===== src/rtl/tpu_mmio_host_if.sv =====
`default_nettype none
// +----------------------------------------------------------------------------+
// | Module      : tpu_mmio_host_if                                              |
// | Description : Job control, operand/result streams and TPU MMIO bus.         |
// | Revision    : 1.0                                                           |
// +----------------------------------------------------------------------------+
interface tpu_mmio_host_if #(
    parameter int ADDRW = 16,
    parameter int DATAW = 64
);
    logic             start;
    logic             busy;
    logic             done;
    logic [DATAW-1:0] in_data;
    logic             in_valid;
    logic             in_ready;
    logic [DATAW-1:0] out_data;
    logic             out_valid;
    logic             out_ready;
    logic             mm_r_w;
    logic [ADDRW-1:0] mm_addr;
    logic [DATAW-1:0] mm_wdata;
    logic [DATAW-1:0] mm_rdata;

    // master is the sequencer; slave is the surrounding glue plus TPU
    modport master (
        input  start, in_data, in_valid, out_ready, mm_rdata,
        output busy, done, in_ready, out_data, out_valid, mm_r_w, mm_addr, mm_wdata
    );

    modport slave (
        output start, in_data, in_valid, out_ready, mm_rdata,
        input  busy, done, in_ready, out_data, out_valid, mm_r_w, mm_addr, mm_wdata
    );
endinterface
`default_nettype wire


===== src/rtl/tpu_mmio_host.sv =====
`default_nettype none
// +----------------------------------------------------------------------------+
// | Module      : tpu_mmio_host                                                 |
// | Description : Sequences one A/B/C load, MatMul trigger and C readback job.  |
// | Revision    : 1.0                                                           |
// +----------------------------------------------------------------------------+
module tpu_mmio_host #(
    parameter int DIM         = 8,
    parameter int ADDRW       = 16,
    parameter int DATAW       = 64,
    parameter int WAIT_CYCLES = 32
) (
    input  logic            clk,
    input  logic            rst,
    tpu_mmio_host_if.master bus
);
    localparam int WW = $clog2(WAIT_CYCLES) + 1;

    localparam logic [ADDRW-1:0] c_base_a  = ADDRW'(16'h0100);
    localparam logic [ADDRW-1:0] c_base_b  = ADDRW'(16'h0200);
    localparam logic [ADDRW-1:0] c_base_c  = ADDRW'(16'h0300);
    localparam logic [ADDRW-1:0] c_addr_mm = ADDRW'(16'h0400);
    localparam logic [4:0]       c_last_ab = 5'(DIM - 1);
    localparam logic [4:0]       c_last_c  = 5'(2 * DIM - 1);
    localparam logic [3:0]       c_last_rd = 4'(2 * DIM - 1);
    localparam logic [WW-1:0]    c_wait_last = WW'(WAIT_CYCLES - 1);

    typedef enum logic [2:0] {
        S_IDLE     = 3'd0,
        S_LOAD_A   = 3'd1,
        S_LOAD_B   = 3'd2,
        S_LOAD_C   = 3'd3,
        S_TRIG     = 3'd4,
        S_WAIT     = 3'd5,
        S_RD_ISSUE = 3'd6,
        S_RD_HOLD  = 3'd7
    } state_t;

    state_t           r_state,    w_state;
    logic [4:0]       r_cnt,      w_cnt;
    logic [3:0]       r_rd_idx,   w_rd_idx;
    logic [WW-1:0]    r_wait_cnt, w_wait_cnt;
    logic             r_mm_r_w,   w_mm_r_w;
    logic [ADDRW-1:0] r_mm_addr,  w_mm_addr;
    logic [DATAW-1:0] r_mm_wdata, w_mm_wdata;
    logic [DATAW-1:0] r_out_data, w_out_data;
    logic             r_out_valid, w_out_valid;
    logic             r_done,     w_done;

    logic             w_in_ready;
    logic             w_hs;
    logic [ADDRW-1:0] w_load_base;
    logic [4:0]       w_load_last;
    state_t           w_load_next;
    logic [3:0]       w_rd_next;

    assign w_in_ready = (r_state == S_LOAD_A) || (r_state == S_LOAD_B) || (r_state == S_LOAD_C);
    assign w_hs       = bus.in_valid && w_in_ready;
    assign w_rd_next  = r_rd_idx + 4'd1;

    assign bus.in_ready  = w_in_ready;
    assign bus.busy      = (r_state != S_IDLE);
    assign bus.done      = r_done;
    assign bus.out_data  = r_out_data;
    assign bus.out_valid = r_out_valid;
    assign bus.mm_r_w    = r_mm_r_w;
    assign bus.mm_addr   = r_mm_addr;
    assign bus.mm_wdata  = r_mm_wdata;

    always_comb begin
        w_load_base = c_base_a;
        w_load_last = c_last_ab;
        w_load_next = S_LOAD_B;
        case (r_state)
            S_LOAD_B: begin
                w_load_base = c_base_b;
                w_load_next = S_LOAD_C;
            end
            S_LOAD_C: begin
                w_load_base = c_base_c;
                w_load_last = c_last_c;
                w_load_next = S_TRIG;
            end
            default: ;
        endcase
    end

    always_comb begin
        w_state     = r_state;
        w_cnt       = r_cnt;
        w_rd_idx    = r_rd_idx;
        w_wait_cnt  = r_wait_cnt;
        w_mm_r_w    = 1'b0;
        w_mm_addr   = '0;
        w_mm_wdata  = '0;
        w_out_data  = r_out_data;
        w_out_valid = r_out_valid;
        w_done      = 1'b0;

        case (r_state)
            S_IDLE: begin
                // The done cycle already sits in IDLE, so a start there is dropped
                if (bus.start && !r_done) begin
                    w_state    = S_LOAD_A;
                    w_cnt      = '0;
                    w_rd_idx   = '0;
                    w_wait_cnt = '0;
                end
            end
            S_LOAD_A, S_LOAD_B, S_LOAD_C: begin
                if (w_hs) begin
                    w_mm_r_w   = 1'b1;
                    w_mm_addr  = w_load_base + ADDRW'({r_cnt, 3'b000});
                    w_mm_wdata = bus.in_data;
                    if (r_cnt == w_load_last) begin
                        w_state = w_load_next;
                        w_cnt   = '0;
                    end else begin
                        w_cnt = r_cnt + 5'd1;
                    end
                end
            end
            S_TRIG: begin
                w_mm_addr  = c_addr_mm;
                w_state    = S_WAIT;
                w_wait_cnt = '0;
            end
            S_WAIT: begin
                if (r_wait_cnt == c_wait_last) begin
                    w_state   = S_RD_ISSUE;
                    w_rd_idx  = '0;
                    w_mm_addr = c_base_c;
                end else begin
                    w_wait_cnt = r_wait_cnt + WW'(1);
                end
            end
            S_RD_ISSUE: begin
                // mm_rdata is combinational in the address already on the bus
                w_mm_addr   = r_mm_addr;
                w_out_data  = bus.mm_rdata;
                w_out_valid = 1'b1;
                w_state     = S_RD_HOLD;
            end
            S_RD_HOLD: begin
                w_mm_addr = r_mm_addr;
                if (r_out_valid && bus.out_ready) begin
                    w_out_valid = 1'b0;
                    if (r_rd_idx == c_last_rd) begin
                        w_done    = 1'b1;
                        w_rd_idx  = '0;
                        w_mm_addr = '0;
                        w_state   = S_IDLE;
                    end else begin
                        w_rd_idx  = w_rd_next;
                        w_mm_addr = c_base_c + ADDRW'({w_rd_next, 3'b000});
                        w_state   = S_RD_ISSUE;
                    end
                end
            end
            default: w_state = S_IDLE;
        endcase
    end

    always_ff @(posedge clk or posedge rst) begin
        if (rst) begin
            r_state     <= S_IDLE;
            r_cnt       <= '0;
            r_rd_idx    <= '0;
            r_wait_cnt  <= '0;
            r_mm_r_w    <= 1'b0;
            r_mm_addr   <= '0;
            r_mm_wdata  <= '0;
            r_out_data  <= '0;
            r_out_valid <= 1'b0;
            r_done      <= 1'b0;
        end else begin
            r_state     <= w_state;
            r_cnt       <= w_cnt;
            r_rd_idx    <= w_rd_idx;
            r_wait_cnt  <= w_wait_cnt;
            r_mm_r_w    <= w_mm_r_w;
            r_mm_addr   <= w_mm_addr;
            r_mm_wdata  <= w_mm_wdata;
            r_out_data  <= w_out_data;
            r_out_valid <= w_out_valid;
            r_done      <= w_done;
        end
    end
endmodule
`default_nettype wire

===== src/flat_wrapper.sv =====
// flat-port wrapper written by rule: the top's interface ports become plain ports
module tpu_mmio_host_flat 
#(
    parameter int DIM         = 8,
    parameter int ADDRW       = 16,
    parameter int DATAW       = 64,
    parameter int WAIT_CYCLES = 32
)
  (clk, rst, bus_start, bus_in_data, bus_in_valid, bus_out_ready, bus_mm_rdata, bus_busy, bus_done, bus_in_ready, bus_out_data, bus_out_valid, bus_mm_r_w, bus_mm_addr, bus_mm_wdata);
  tpu_mmio_host_if #(.ADDRW(ADDRW), .DATAW(DATAW)) bus_i ();
  input  logic clk;
  input  logic rst;
  input wire logic [$bits(bus_i.start)-1:0] bus_start;
  input wire logic [$bits(bus_i.in_data)-1:0] bus_in_data;
  input wire logic [$bits(bus_i.in_valid)-1:0] bus_in_valid;
  input wire logic [$bits(bus_i.out_ready)-1:0] bus_out_ready;
  input wire logic [$bits(bus_i.mm_rdata)-1:0] bus_mm_rdata;
  output wire logic [$bits(bus_i.busy)-1:0] bus_busy;
  output wire logic [$bits(bus_i.done)-1:0] bus_done;
  output wire logic [$bits(bus_i.in_ready)-1:0] bus_in_ready;
  output wire logic [$bits(bus_i.out_data)-1:0] bus_out_data;
  output wire logic [$bits(bus_i.out_valid)-1:0] bus_out_valid;
  output wire logic [$bits(bus_i.mm_r_w)-1:0] bus_mm_r_w;
  output wire logic [$bits(bus_i.mm_addr)-1:0] bus_mm_addr;
  output wire logic [$bits(bus_i.mm_wdata)-1:0] bus_mm_wdata;
  assign bus_i.start = bus_start;
  assign bus_i.in_data = bus_in_data;
  assign bus_i.in_valid = bus_in_valid;
  assign bus_i.out_ready = bus_out_ready;
  assign bus_i.mm_rdata = bus_mm_rdata;
  assign bus_busy = bus_i.busy;
  assign bus_done = bus_i.done;
  assign bus_in_ready = bus_i.in_ready;
  assign bus_out_data = bus_i.out_data;
  assign bus_out_valid = bus_i.out_valid;
  assign bus_mm_r_w = bus_i.mm_r_w;
  assign bus_mm_addr = bus_i.mm_addr;
  assign bus_mm_wdata = bus_i.mm_wdata;
  tpu_mmio_host #(.DIM(DIM), .ADDRW(ADDRW), .DATAW(DATAW), .WAIT_CYCLES(WAIT_CYCLES)) u_core (.clk(clk), .rst(rst), .bus(bus_i));
endmodule

===== config.mk =====
export PLATFORM = sky130hd
export DESIGN_NAME = tpu_mmio_host_flat
export DESIGN_NICKNAME = d
export VERILOG_FILES = /design/src/rtl/tpu_mmio_host_if.sv /design/src/rtl/tpu_mmio_host.sv /design/src/flat_wrapper.sv
export SDC_FILE = /design/constraint.sdc
export NUM_CORES = 1
export LEC_CHECK = 0
export ABC_AREA = 0
export BUFFER_PORTS_ARGS = -buffer_cell sky130_fd_sc_hd__clkbuf_2
export CAP_MARGIN = 20
export CORE_MARGIN = 1.5
export CORE_UTILIZATION = 42
export DETAILED_ROUTE_END_ITERATION = 8
export GPL_ROUTABILITY_DRIVEN = 0
export HOLD_SLACK_MARGIN = 0.08
export PLACE_DENSITY_LB_ADDON = 0.2
export SETUP_SLACK_MARGIN = 0.4
export SYNTH_ARGS = -nofsm -noshare
export SYNTH_HDL_FRONTEND = slang
export SYNTH_SLANG_ARGS = --single-unit

===== constraint.sdc =====
create_clock -name clk -period 4.4 [get_ports clk]
set_input_delay 0.22 -clock clk [delete_from_list [all_inputs] [get_ports clk]]
set_output_delay 0.22 -clock clk [all_outputs]
set_load 0.01 [all_outputs]

### Word-level counts from Yosys, hierarchy flattened

Index checks and enable logic that the tools add are counted.

* add/subtract/negate cells: 5
* equality and inequality tests: 16
* mux-type cells: 36
* bitwise operators: 1
* reduce and logical (&&, ||, !) cells: 19

Operator list (number)
* 64-bit two-way mux: 2
* 16-bit case mux with 5 select lines: 1
* 16-bit two-way mux: 3
* 4-bit two-way mux: 5
* 10-bit case mux with 2 select lines: 1
* 3-bit two-way mux: 6
* 3-bit case mux with 6 select lines: 1
* 6-bit case mux with 3 select lines: 1
* 5-bit two-way mux: 3
* 3-bit == test, second input constant: 4
* 6-bit two-way mux: 2
* 4-bit case mux with 3 select lines: 1
* 10-bit by 7-bit adder with 11-bit output, first input constant: 1
* 10-bit by 8-bit adder with 11-bit output: 1
* 10-bit two-way mux: 1
* 2-bit by 1-bit != test with 1-bit output, second input constant: 5
* 5-bit case mux with 2 select lines: 1
* 3-bit nonzero test: 3
* 6-bit by 1-bit adder with 6-bit output, second input constant: 1
* 3-bit by 2-bit == test with 1-bit output, second input constant: 2
* 6-bit by 5-bit == test with 1-bit output, second input constant: 1
* 1-bit two-way mux: 6
* 3-bit case mux with 2 select lines: 1
* 3-bit AND reduction: 2
* 17 further kinds: 22

* bits in registers: 165
* input port bits: 133
* logic and storage cells: 87

### Longest topological paths before layout

* depth in word-level cells: 6
* gate-level depth with buffers: 6

### Least setup slack after synthesis

No wires, ideal clock.

* path kind: register to register
* start: register u_core.r_wait_cnt[0]
* end: register u_core.r_rd_idx[0]
* setup time: 125 ps
* arrival: 1485 ps
* data required time: 4275 ps
* slack: 2790 ps
* stages on the path, launching flop included: 6
* clock period less this slack: 1610 ps
* path through: dfrtp_1 > ha_1 > inv_1 > o41ai_2 > a31oi_1 > mux2_2

* cells in the longest elaborated chain, start to end: 3

RTL lines
* start: declaration: line tpu_mmio_host.sv:42 `logic [WW-1:0] r_wait_cnt, w_wait_cnt;`
* start signal: assignment: line tpu_mmio_host.sv:180 `r_wait_cnt <= w_wait_cnt;`
* 6-bit by 5-bit == test with 1-bit output: line tpu_mmio_host.sv:129 `if (r_wait_cnt == c_wait_last) begin`
* 2-bit by 1-bit != test with 1-bit output (no source line)
* 4-bit AND reduction (no source line)
* end signal: assignment: line tpu_mmio_host.sv:179 `r_rd_idx <= w_rd_idx;`
* end: declaration: line tpu_mmio_host.sv:41 `logic [3:0] r_rd_idx, w_rd_idx;`

Every way passes these cells.
A chain may end at the register's enable or synchronous reset.

### Final worst setup path

* start: register u_core.r_state[1]
* end: register u_core.r_mm_wdata[19] (netlist: u_core.bus.mm_wdata[19])

* cells in the longest elaborated chain, start to end: 6
* elaborated cells on any way between the ends: 9
* classes of those cells: eq/ne: 3; mux: 2; reduce/logical: 4

RTL lines
* start: declaration: line tpu_mmio_host.sv:39 `state_t r_state, w_state;`
* start signal: assignment: line tpu_mmio_host.sv:177 `r_state <= w_state;`
* 3-bit by 1-bit == test with 1-bit output or 3-bit by 2-bit == test with 1-bit output (tied branches): line tpu_mmio_host.sv:57, tpu_mmio_host.sv:100
* 1-bit logical OR (2 in series): line tpu_mmio_host.sv:57 `assign w_in_ready = (r_state == S_LOAD_A) || (r_state == S_LOAD_B) || (r_state == S_LOAD_C);`
* 1-bit logical AND: line tpu_mmio_host.sv:58 `assign w_hs = bus.in_valid && w_in_ready;`
* 64-bit two-way mux: line tpu_mmio_host.sv:111 `if (w_hs) begin`
* 64-bit two-way mux (*): line tpu_mmio_host.sv:100 `case (r_state)`
* named net u_core.w_mm_wdata[19]: line tpu_mmio_host.sv:45 `logic [DATAW-1:0] r_mm_wdata, w_mm_wdata;`
* end signal: assignment: line tpu_mmio_host.sv:183 `r_mm_wdata <= w_mm_wdata;`
* end: declaration: line tpu_mmio_host.sv:45

The timed path passes the listed nets; every way through them passes the cells marked *.

==> results.yml <==
run_status:
  status: "finished clean"
drt:
  ant_nets: 0
  met3_length_um: 1090
  wl_met2_um: 8310
  wirelength_um: 16500
  drt_iter0_drc: 223
  vias: 4913
  drc: 0
  top_layer: "met4"
  via_per_inst: 4.67
  met1Wirelength_um: 6640
  dr.pass1.iters: 5
  wl_per_cell_um: 15.7
floorplanning:
  die-area_sq_um: 15400
  ios: 282
  core_area_sq_um: 14400
  die_w_um: 124
  initial_core_util_pct: 42.8
  die_h_um: 124
  core.rowCount: 44
critical_path:
  cp.required_ns: 4.75
  max_stage_delay_ns: 0.85
  end_kind: "register"
  crit_cells: 4
  path_cells: "nor2_2, and2b_1, buf_4, and2_1"
  cpMaxStageDelayCell: "and2b_1"
  ff2ff_path_depth: 4
  crit_start: "u_core.r_state[1]"
  worstPathArrival_ns: 2.88
  crit_fanout: 39
  startpoint_type: "register"
  r2r_start: "u_core.r_state[1]"
  path_class: "register to register"
  critPathBufInv: 1
  crit_family: "simple AND/OR/NAND/NOR gates"
clocking:
  cts.sinks: 157
  path_clk_slew_ns: 0.06
  ctsHtreeMaxLevel: 4
  clkLatencyLatePin_ns: 0.41
  clockBufferDepth: 2
  cts_buffers: 17
  tritoncts: "built"
  cts_root_buf: "clkbuf_16"
yosys:
  synth-async-reset-ratio_pct: 100
  syn_area_sq_um: 6180
  synth_compound_area_share_pct: 4.72
  synth.area.mux_share_pct: 14.6
  netlist_top_cells_area: "dfrtp_1 64%, mux2_4 7.3%, and2_1 6.8%"
  synth_fa_ha_area_share_pct: 0.608
  synth_top_area_share_pct: 63.6
  synth_top_family_by_area: "multiplexers"
  avgSynthCellArea_sq_um: 13.7
  ys_warn_count: 0
  synthFlopType: "dfrtp_1"
  synth_edf_count: 0
  synthXorXnorAreaFrac_pct: 0.992
  synth_cells: 450
  synth_cell_types: 46
  synthSimpleGateAreaFrac_pct: 12.2
  synth_top_area_cell: "dfrtp_1"
  yosysSeqAreaShare_pct: 63.6
  ys_seq_elements: 157
power:
  power_leakage_uw: 0.00501
  powerDensity_nw_per_um2: 557
  p_sw_uw: 1660
  internal-power_uw: 3690
  peakVddDrop_mv: 0.300
  p_sw_share_pct: 31.1
  power_frac_clock_pct: 29.2
  share_seq_of_total_power_pct: 38.6
  p_comb_share_pct: 32.3
layout:
  n_antenna_cell: 0
  post-route-util_pct: 66.7
  syn2layout_area_growth_pct: 55.7
  nets: 991
  drive_above_1_share_pct: 42.6
hold_path:
  whs_path_depth: 4
  timing.hold.worst.start: "bus_out_ready"
  hp-class: "primary input to register"
timing:
  fmax_ghz: 0.395
  finalHoldViolations: 0
  slew_violations: 0
  rsz0062_at_grt: "false"
  min_period_over_period_pct: 57.5
  setup_viol: 0
  tightest_slew_ns: 0.925
  fin_crit_ns: 2.53
  fin_setup_tns_ns: 0
  finalClockSkew_ns: 0.00793
  timing.slew.headroom_pct: 38.3
grt:
  grt_max_degree: 102
  grt_pass1_wl_um: 27200
  overflow: 0
  grt_pass1_vias: 5377
  grt_use_total_pct: 22.3
  antenna_found_initial: 0
placement:
  portBuffers: 273
  post-dp-hpwl_um: 10200
flow_run:
  drv_cap: 0
## layout by cell type (no fill, tap or decap), drive strengths merged, types with 4 or more instances in the layout
master / instances
conb: 8
clkinv: 4
nand3: 9
nand2: 21
xnor2: 5
mux2: 69
o21ai: 15
dlygate4sd3: 129
nor2: 20
bufinv: 4
and2: 67
buf: 5
clkbuf: 290
a21oi: 9
inv: 9
dfrtp: 157
## sequential cells by signal, indices dropped and copies added (netlist names)
signal                flops
u_core.bus.mm_wdata      64
u_core.bus.out_data      64
u_core.bus.mm_addr        8
u_core.r_wait_cnt         6
u_core.r_cnt              5
u_core.r_rd_idx           4
u_core.r_state            3
u_core.bus.done           1
u_core.bus.mm_r_w         1
u_core.bus.out_valid      1
## tightest hold or removal path: cells and delay by family
| kind | cells | cell delay (ns) |
|---|---|---|
| buffers and inverters | 1 | 0.12 |
| AND/OR/NAND/NOR | 3 | 0.17 |
## final timing paths
path	slack (ns)	to
max	1.87	u_core.bus.mm_wdata[19]
min	0.14	u_core.bus.out_valid
max reg2reg	1.87	u_core.bus.mm_wdata[19]
min reg2reg	0.49	u_core.bus.mm_addr[8]
max in group asynchronous	3.28	u_core.bus.out_data[38]
min in group asynchronous	0.27	u_core.bus.out_data[5]
## what timing repair did
item	in CTS	in global routing
buffers inserted	0	0
hold buffers	129	0
resized for setup	0	0
endpoints found under the hold margin	136	0
## routing by layer
metal / track usage, % / up-vias
met4: 9.40 / 0
met1: 25.7 / 2358
met5: 0 / -
li1: - / 2305
met2: 38.4 / 215
met3: 6.83 / 35
## stage by stage
| step | setup slack, ns | total power, uW | cell area (sq um) | std cells | hold WS [ns] |
|---|---|---|---|---|---|
| 6_report | 1.87 | 5360 | 9620 | 1052 | 0.139 |
| 5_1_grt | 1.60 | 5650 | 9620 | 1052 | 0.152 |
| 4_1_cts | 1.87 | 5360 | 9580 | 1050 | 0.122 |
| 3_5_place_dp | 1.90 | 3690 | 7660 | 889 | 0.153 |
| 3_3_place_gp | 2.08 | 3630 | 7660 | 889 | 0.157 |
| 2_1_floorplan | 2.19 | 3150 | 6210 | 457 | 0.349 |
## power groups by stage
stage                     clock [uW]  sequential (uW)  combinational (uW)
after floorplan                    0             2180                 966
after global placement             0             2060                1580
after detailed placement           0             2080                1600
after CTS                       1600             2050                1710
after global routing            1670             2110                1870
final                           1560             2070                1730
## cell usage after synthesis (3+ instances only)
cell      number
and2_1        67
mux2_2        20
clkbuf_1       9
nand2_1       21
a22o_1         3
o21ai_0        8
buf_4         10
a21oi_1        9
nand3_1        8
mux2_1        19
o21ai_1        7
buf_6          5
a21o_1         3
inv_1          5
nor2_1        19
xnor2_1        5
mux2_4        30
dfrtp_1      157
and3_1         3
ha_1           3
buf_2          4
## cell families (layout without fill, tap and decap cells)
group | Yosys count | in the layout
and+or+nand+nor | 136 | 136
DFF | 157 | 157
adders and majority gates | 3 | 3
buffers and inverters | 33 | 444
xor gates and xnor gates | 7 | 7
other | 1 | 8
AOI/OAI and AO/OA | 43 | 43
muxes | 70 | 70
## area by class of cell
type	count	area, sq um
flip-flops and latches	157	3930
multi-input cells	267	2070
well taps	184	230
repair buffers	407	2730
clock inverters	15	209
clock buffers	17	425
fillers	998	4810
inverters	5	22.5
Note: power is estimated with default switching activity, not from simulation.
